--- config.mk ---
export PLATFORM = sky130hd
export DESIGN_NAME = fetch_stage
export DESIGN_NICKNAME = d
export VERILOG_FILES = /design/src/rtl/fetch_stage.sv
export SDC_FILE = /design/constraint.sdc
export NUM_CORES = 1
export LEC_CHECK = 0
export ABC_CLOCK_PERIOD_IN_PS = 3800
export BUFFER_PORTS_ARGS = -buffer_cell sky130_fd_sc_hd__buf_2
export CORE_MARGIN = 2
export CORE_UTILIZATION = 51
export CTS_BUF_LIST = sky130_fd_sc_hd__clkbuf_8
export DETAILED_ROUTE_END_ITERATION = 16
export PLACE_DENSITY = 0.91
export SLEW_MARGIN = 20
export SYNTH_ARGS = -nofsm -noshare
export SYNTH_HDL_FRONTEND = slang
export SYNTH_SLANG_ARGS = --single-unit
--- constraint.sdc ---
create_clock -name clk -period 3.8 [get_ports clk]
set_input_delay 0.76 -clock clk [delete_from_list [all_inputs] [get_ports clk]]
set_output_delay 0.76 -clock clk [all_outputs]
set_load 0.01 [all_outputs]
--- src/rtl/fetch_stage.sv ---
// -----------------------------------------------------------------------------
// fetch_stage
//
// Instruction fetch stage for a simple in-order pipeline. It keeps the PC of
// the instruction currently presented downstream, drives the synchronous
// instruction memory read address one instruction ahead, and holds the
// fetched word stable while the downstream stage stalls. A redirect (branch,
// jump, trap) kills the presented instruction combinationally and refetches
// from the target with a single bubble cycle.
//
// Parameters
//   RESET_PC        byte address of the first instruction fetched after reset
//
// Ports
//   clk             sole clock, all state updates on the rising edge
//   rst             synchronous, active-high reset
//   stall           downstream not accepting; hold the current output
//   redirect_valid  redirect request (kills the current instruction)
//   redirect_pc     redirect target byte address (low two bits ignored)
//   imem_dout       instruction memory read data, 1-cycle read latency
//   imem_addr       instruction memory byte read address (combinational)
//   if_pc           PC of the instruction presented on if_inst
//   if_inst         fetched instruction
//   if_valid        if_pc/if_inst hold a live instruction
// -----------------------------------------------------------------------------
module fetch_stage #(
  parameter logic [31:0] RESET_PC = 32'h4000_0000
) (
  input  logic        clk,
  input  logic        rst,
  input  logic        stall,
  input  logic        redirect_valid,
  input  logic [31:0] redirect_pc,
  input  logic [31:0] imem_dout,
  output logic [31:0] imem_addr,
  output logic [31:0] if_pc,
  output logic [31:0] if_inst,
  output logic        if_valid
);

  // fetch_pc is the PC whose instruction is (or will next be) on imem_dout.
  // fetch_valid is low only in the bubble cycle right after reset, when the
  // memory has not yet returned the word at fetch_pc.
  logic [31:0] fetch_pc;
  logic        fetch_valid;

  // Skid copy of the instruction taken on the first stalled edge. The memory
  // keeps being read at fetch_pc during a stall, but its contents may change,
  // so the output must come from this copy until the stall releases.
  logic [31:0] hold_inst;
  logic        hold_valid;

  logic [31:0] redirect_target;
  logic [31:0] pc_next_seq;

  assign redirect_target = {redirect_pc[31:2], 2'b00};
  // Plain 32-bit add: 32'hFFFF_FFFC + 4 wraps to zero by truncation.
  assign pc_next_seq     = fetch_pc + 32'd4;

  // The read address always names the word that must appear on imem_dout in
  // the following cycle, so it mirrors the priority of the state update.
  always_comb begin
    // NOTE: a default assignment first means every path assigns imem_addr,
    // so no latch can be inferred.
    imem_addr = pc_next_seq;
    if (rst) begin
      imem_addr = RESET_PC;
    end else if (redirect_valid) begin
      imem_addr = redirect_target;
    end else if (!fetch_valid) begin
      imem_addr = fetch_pc;
    end else if (stall) begin
      imem_addr = fetch_pc;
    end
  end

  // NOTE: sequential state uses non-blocking assignments only, so every
  // register samples values from before the edge regardless of statement order.
  always_ff @(posedge clk) begin
    if (rst) begin
      fetch_pc    <= RESET_PC;
      fetch_valid <= 1'b0;
      hold_valid  <= 1'b0;
      // NOTE: hold_inst is cleared on reset so the skid register never holds
      // an unknown value, even though hold_valid gates its use.
      hold_inst   <= 32'h0000_0000;
    end else if (redirect_valid) begin
      // Redirect wins over stall: the held instruction is on the wrong path.
      fetch_pc    <= redirect_target;
      fetch_valid <= 1'b1;
      hold_valid  <= 1'b0;
    end else if (!fetch_valid) begin
      // Bubble after reset: the word at fetch_pc arrives on this edge.
      fetch_valid <= 1'b1;
    end else if (!stall) begin
      fetch_pc    <= pc_next_seq;
      hold_valid  <= 1'b0;
    end else if (!hold_valid) begin
      // First stalled edge: capture the word before the memory can change it.
      hold_inst   <= imem_dout;
      hold_valid  <= 1'b1;
    end
  end

  assign if_pc    = fetch_pc;
  assign if_inst  = hold_valid ? hold_inst : imem_dout;
  // The instruction in the redirect cycle is on the wrong path.
  assign if_valid = fetch_valid & ~redirect_valid;

endmodule

# After elaboration in Yosys (flattened, before gate mapping)
# Index checks and enable logic that the tools add are counted.
[op_classes] n_reduce_logical=2 add_sub_neg=1 n_bitwise=2 mux=7
[op_table] operator="2-to-1 mux 32 bit" n=5
[op_table] operator="adder 32 x 3 -> 32 bit (second input constant)" n=1
[op_table] operator="AND reduction 3 bit" n=1
[op_table] operator="2-to-1 mux 1 bit" n=2
[op_table] operator="OR reduction 2 bit" n=1
[op_table] operator="AND 1 bit" n=1
[op_table] operator="inverter 1 bit" n=1
[totals] reg_bits=66 word_cells=16 in_bits=68 output_inout_bits=97

# Logic depth before layout (Yosys ltp)
# Gate-level depths: netlist of the first run.
[logic_depth] ltp_word=5 ltp_mapped=7 depth_no_buf=5

# Least setup slack after synthesis of the first run
# No wires, ideal clock.
[synth_timing] path_type="input-to-output" startpoint="in stall" endpoint="out imem_addr[14]" setup_slack_ns=0.748 n_path_buf=1 arrival_time_ns=2.292 t_required_ns=3.040 path_stages=5 path_cell_list="and3b_1 > clkbuf_1 > nand2_1 > or4_1 > a311oi_1"
[synth_between] elab_chain_len=4
[synth_lines] item="from (decl)" line_no="31" rtl="input logic stall,"
[synth_lines] item="2-to-1 mux 32 bit" line_no="72" rtl="end else if (stall) begin"
[synth_lines] item="2-to-1 mux 32 bit" line_no="70" rtl="end else if (!fetch_valid) begin"
[synth_lines] item="2-to-1 mux 32 bit" line_no="68" rtl="end else if (redirect_valid) begin"
[synth_lines] item="2-to-1 mux 32 bit"
[synth_lines] item="to (decl)" line_no="35" rtl="output logic [31:0] imem_addr,"
# No other way between the ends.

# Final worst setup path of the first run
[layout_timing] startpoint="reg fetch_pc[14], in the netlist if_pc[14]" endpoint="out imem_addr[21]"
[layout_between] elab_chain_len=5
[layout_lines] item="from (decl)" line_no="44" rtl="logic [31:0] fetch_pc;"
[layout_lines] item="from (signal assigned)" line_no="89" rtl="fetch_pc <= redirect_target;"
[layout_lines] item="from (signal assigned)" line_no="96" rtl="fetch_pc <= pc_next_seq;"
[layout_lines] item="adder 32 x 3 -> 32 bit" line_no="58" rtl="assign pc_next_seq = fetch_pc + 32'd4;"
[layout_lines] item="2-to-1 mux 32 bit" line_no="72"
[layout_lines] item="2-to-1 mux 32 bit" line_no="70"
[layout_lines] item="2-to-1 mux 32 bit" line_no="68"
[layout_lines] item="2-to-1 mux 32 bit"
# No other way between the ends.

==> flow_metrics.py, run 1 <==
metrics = {
    "cells_and_area": {
        "diodes": 0,
        "drive_above_1_share": 0.423,
        "area_growth_pct": 28.2,
        "instances_no_fill": 610,
        "num-nets-final": 596,
    },
    "sta": {
        "max_slew.worst_pin.slew_ps": 967,
        "period_minus_slack_ps": 3580,
        "fmax_mhz": 280,
        "finalMaxSlewViolations": 0,
        "slew_headroom": 0.355,
        "period_share": 0.941,
        "rsz0062_at_grt": "false",
        "skew_ps": 9.03,
        "hold_viol_final": 0,
        "setup-tns-final_ps": 0,
        "hold_slack_ps": 478,
        "setup_violations": 0,
    },
    "detailed_routing": {
        "wirelength_mm": 9.83,
        "ant_nets": 0,
        "wl_met1_mm": 4.11,
        "vias": 3525,
        "top_layer_used": "met4",
        "dr.pass1.iters": 5,
        "dr_wl_met2_mm": 4.87,
        "wl_per_cell_microns": 16.1,
        "drt_iter0_markers": 177,
        "drc": 0,
        "drt-vias-per-instance": 5.78,
        "wl_met3_microns": 677,
    },
    "synth": {
        "synth.distinct_cells": 48,
        "synth.yosys.seq_area_share": 0.380,
        "synth-main-ff-cell": "dfxtp_1",
        "synthCells": 374,
        "synth_top_area_frac": 0.380,
        "yosysWarnings": 0,
        "ys_ff_latch": 66,
        "yosysMostFrequentCell": "dfxtp_1",
        "synth_top_cell_by_area": "dfxtp_1",
        "yosys-top-cells-count": "dfxtp_1 (66), nor2_1 (59), mux2i_1 (34)",
        "async_flop_share": 0,
        "syn_area_per_cell_sq_um": 9.29,
        "ys_top_cells_by_area": "dfxtp_1 (38%), mux2_2 (10%), mux2i_1 (9.8%), nor2_1 (6.4%), a311oi_1 (2.8%)",
        "synthesis.area_sq_um": 3470,
        "synth_edf_count": 0,
        "synth_nets": 443,
    },
    "placement": {
        "dpl.hpwl_mm": 7.20,
        "place_inst": 596,
        "place_congestion": 0.841,
        "numPortBuffers": 162,
    },
    "pwr": {
        "p_leak_nw": 1.94,
        "peakVddDrop_mv": 0.220,
        "p_per_area_nw_per_um2": 357,
    },
    "floorplanning": {
        "initial_core_util": 0.520,
        "dieArea_sq_um": 7490,
        "rows": 30,
        "die_x_microns": 86.5,
        "num_io_pins": 165,
        "coreArea_sq_um": 6680,
        "die_h_microns": 86.5,
    },
    "critical_path": {
        "worstSetupPathType": "reg2out",
        "arrival_ps": 2820,
        "r2r-end": "if_pc[21]",
        "cp_max_fo": 14,
        "reg2regPathDepth": 4,
        "reg2reg_slack_ps": 1380,
        "crit_path_end_kind": "output port",
        "required_ps": 3040,
        "r2r-start": "if_pc[14]",
        "cp-startpoint": "if_pc[14]",
        "critPathLaunchType": "flop",
    },
    "hold_path": {
        "whs_path_depth": 1,
        "hold_path_startpoint": "if_pc[0]",
        "min_to": "if_pc[0]",
        "min_path_type": "reg2reg",
    },
    "global_route": {
        "grt_usage": 0.249,
        "grt_pass1_wl_mm": 15.0,
        "grt_pass1_vias": 3260,
        "grt_start_max_net_pins": 40,
        "overflow": 0,
        "antenna_found_initial": 0,
    },
    "clock_network": {
        "clockRootBuffer": "clkbuf_8",
        "path_clk_slew_ps": 70,
        "cts_setup_buffers": 0,
        "ctsHoldBuffers": 0,
        "cts-resized-gates": 0,
        "clock_path_buffers": 2,
        "htreeDepth": 3,
        "numCtsBuffers": 9,
        "clock_latency_ps": 330,
        "cts_tree": "yes",
        "cts_sinks": 66,
    },
    "job": {
        "maxCapViolCount": 0,
    },
    "run_status": {
        "outcome": "completed",
    },
}
where the power goes:
| group | total [mW] | internal [mW] | switching [mW] | leakage (nW) |
|---|---|---|---|---|
| Combinational | 0.287 | 0.134 | 0.153 | 1.31 |
| Sequential | 0.765 | 0.727 | 0.0382 | 0.542 |
| Clock | 0.539 | 0.282 | 0.257 | 0.0903 |
flip-flops by register name, summed over array words and instances, names as in the netlist:
| register | count |
|---|---|
| fetch_valid | 1 |
| hold_inst | 32 |
| hold_valid | 1 |
| if_pc | 32 |
cell usage in the layout, fill, tap and decap left out, types with 5 or more instances in the layout:
cell type / n
a311oi_1: 11
o21ai_0: 5
or4_1: 8
mux2_2: 32
buf_4: 5
xor2_1: 5
a211oi_1: 10
nand4_1: 13
clkbuf_8: 12
nand3_1: 10
inv_1: 8
o31ai_1: 7
nand2_1: 12
buf_2: 162
and3_1: 5
nor3_1: 6
nor4_1: 5
xnor2_1: 7
nor2_1: 59
dfxtp_1: 66
mux2i_1: 34
per-stage QoR:
| step | util | power, mW | cell area [sq um] | worst slack, ps |
|---|---|---|---|---|
| final | 0.667 | 1.59 | 4460 | 223 |
| after global placement | 0.640 | 1.06 | 4280 | 570 |
| after detailed placement | 0.640 | 1.07 | 4280 | 479 |
| after global routing | 0.667 | 1.66 | 4460 | 26.0 |
| after CTS | 0.667 | 1.60 | 4460 | 244 |
| after floorplan | - | 0.942 | 3470 | 748 |
final cells by class:
class                      instances  area, sq um
clock inverter                     2         12.5
timing repair buffer             168          868
fill                             580         2230
multi-input combinational        274         1960
clock buffer                      12          165
sequential                        66         1320
tap                               80          100
inverter                           8         30.0
worst max-delay path, stage by stage (launching register included):
cell	delay, ps
dfxtp_1	410
nand4_1	290
or4_4	680
or4_1	530
a311oi_1	380
buf_2	200
metal layers:
layer,GRT usage,up-vias
met5,0,-
met4,0.0966,0
met3,0.0410,18
met2,0.420,153
met1,0.317,1663
li1,-,1691
cells by family (layout without fill, tap and decap cells):
kind of cell	Yosys count	after routing	synth area share
AND/OR/NAND/NOR	148	148	0.226
multiplexers	66	66	0.202
flip-flops	66	66	0.380
AO/OA/AOI/OAI	47	47	0.102
buffers and inverters	34	190	0.0565
XOR/XNOR	12	12	0.0302
adder cells (fa/ha/maj)	1	1	0.00360
worst max-delay path by stage:
| stage | cells past startpoint | end | slack (ps) |
|---|---|---|---|
| floorplan | 5 | imem_addr[14] | 750 |
| global placement | 6 | imem_addr[27] | 570 |
| detailed placement | 6 | imem_addr[27] | 480 |
| CTS | 5 | imem_addr[21] | 240 |
| global route | 5 | imem_addr[21] | 30 |
| finish | 5 | imem_addr[21] | 220 |
Note: power is estimated with default switching activity, not from simulation.
==> run 2, diff against run 1 <==
--- a/config.mk
+++ b/config.mk
@@ -12,6 +12,7 @@
 export CTS_BUF_LIST = sky130_fd_sc_hd__clkbuf_8
 export DETAILED_ROUTE_END_ITERATION = 16
 export PLACE_DENSITY = 0.91
+export REMOVE_ABC_BUFFERS = 1
 export SLEW_MARGIN = 20
 export SYNTH_ARGS = -nofsm -noshare
 export SYNTH_HDL_FRONTEND = slang
==> flow_metrics.py, run 2 (synthesized netlist as in run 1, its figures left out) <==
metrics = {
    "placement": {
        "numPortBuffers": 162,
        "dpl.hpwl_mm": 7.29,
        "place_congestion": 0.875,
    },
    "sta": {
        "setup-tns-final_ps": 0,
        "period_share": 0.926,
        "skew_ps": 11.8,
        "max_slew.worst_pin.slew_ps": 934,
        "hold_viol_final": 0,
        "finalMaxSlewViolations": 0,
        "rsz0062_at_grt": "false",
        "setup_violations": 0,
        "period_minus_slack_ps": 3520,
        "slew_headroom": 0.377,
        "fmax_mhz": 284,
    },
    "critical_path": {
        "worstSetupPathType": "reg2out",
        "arrival_ps": 2760,
        "crit_family": "simple AND/OR/NAND/NOR gates",
        "crit_chain": "nand4_1 -> or4_4 -> or4_1 -> a311oi_1 -> buf_2",
        "reg2reg_slack_ps": 1470,
        "worst-path-buf-inv": 1,
        "crit_cells": 5,
        "reg2regPathDepth": 4,
        "required_ps": 3040,
        "r2r-end": "if_pc[21]",
        "crit_path_end_kind": "output port",
        "cp-startpoint": "if_pc[14]",
        "cp_max_fo": 14,
        "critPathLaunchType": "flop",
        "cp_slowest_cell": "or4_4",
        "worstSetupEndpoint": "imem_addr[21]",
        "slowest_delay_ps": 660,
        "r2r-start": "if_pc[14]",
    },
    "cells_and_area": {
        "fillers": 530,
        "mostFrequentLayoutCells": "buf_2 (162), dfxtp_1 (66), nor2_1 (59)",
        "area_growth_pct": 28.8,
        "mostFrequentLayoutCell": "buf_2",
        "drive_above_1_share": 0.422,
        "diodes": 0,
        "num-nets-final": 595,
        "multi_input_area_sq_um": 1960,
        "register_area_sq_um": 1320,
        "final_core_util": 0.670,
    },
    "floorplanning": {
        "coreArea_sq_um": 6680,
        "initial_core_util": 0.520,
        "die_x_microns": 86.5,
        "num_io_pins": 165,
        "dieArea_sq_um": 7490,
        "rows": 30,
        "die_h_microns": 86.5,
    },
    "detailed_routing": {
        "vias": 3460,
        "drt-vias-per-instance": 5.66,
        "wirelength_mm": 9.66,
        "drc": 0,
        "wl_per_cell_microns": 15.8,
        "drt_iter0_markers": 87,
        "ant_nets": 0,
        "dr.pass1.iters": 4,
    },
    "clock_network": {
        "clock_latency_ps": 340,
        "cts_sinks": 66,
        "path_clk_slew_ps": 70,
        "cts-resized-gates": 0,
        "clockRootBuffer": "clkbuf_8",
        "cts_setup_buffers": 0,
        "cts_tree": "yes",
        "clock_path_buffers": 2,
        "numCtsBuffers": 9,
        "htreeDepth": 3,
        "ctsHoldBuffers": 0,
    },
    "pwr": {
        "p_leak_nw": 1.95,
        "peakVddDrop_mv": 0.252,
        "p_per_area_nw_per_um2": 368,
    },
    "hold_path": {
        "min_path_type": "reg2reg",
    },
    "global_route": {
        "grt_pass1_vias": 3256,
        "grt_start_max_net_pins": 40,
        "antenna_found_initial": 0,
        "overflow": 0,
        "grt_usage": 0.250,
        "grt_pass1_wl_mm": 14.9,
    },
    "run_status": {
        "outcome": "completed",
    },
    "job": {
        "maxCapViolCount": 0,
    },
}
[run 2: changes by cell type in the layout (fill, tap and decap cells not counted)]
cell	change
buf_4	-1
bufinv_16	+1
clkbuf_8	-1
clkinvlp_4	+1
inv_1	+1
[run 2: cell type report]
type                       instances  share of cell area
clock buffer                      11              0.0338
clock inverter                     5              0.0120
inverter                           8             0.00671
multi-input combinational        274               0.438
sequential                        66               0.295
tap                               80              0.0224
timing repair buffer             167               0.192
[run 2: layer usage]
layer,wire length (microns),GRT usage,share of wire
met5,0,0,0
met2,4640,0.431,0.48
met4,220,0.118,0.023
met1,3890,0.286,0.40
met3,913,0.0686,0.095
[run 2: power by group]
part	internal [mW]	switching, mW	leakage, nW
Combinational	0.134	0.152	1.30
Sequential	0.727	0.0393	0.542
Clock	0.335	0.261	0.103
[run 2: stage by stage]
step,total power [mW],setup WS (ps),hold slack [ps],instances,instance area (sq um)
final,1.65,282,479,611,4480
after floorplan,0.924,825,454,348,3310
after CTS,1.67,271,482,611,4480
after global routing,1.72,93.7,503,611,4480
after global placement,1.06,487,457,595,4270
after detailed placement,1.07,475,463,595,4270
[run 2: worst min path at each step]
stage | to | cells after the start | start
after floorplan | hold_inst[0] | 2 | hold_inst[0]
after global placement | if_pc[0] | 1 | if_pc[0]
after detailed placement | if_pc[1] | 1 | if_pc[1]
after CTS | if_pc[1] | 1 | if_pc[1]
after global routing | if_pc[1] | 1 | if_pc[1]
final | if_pc[1] | 1 | if_pc[1]
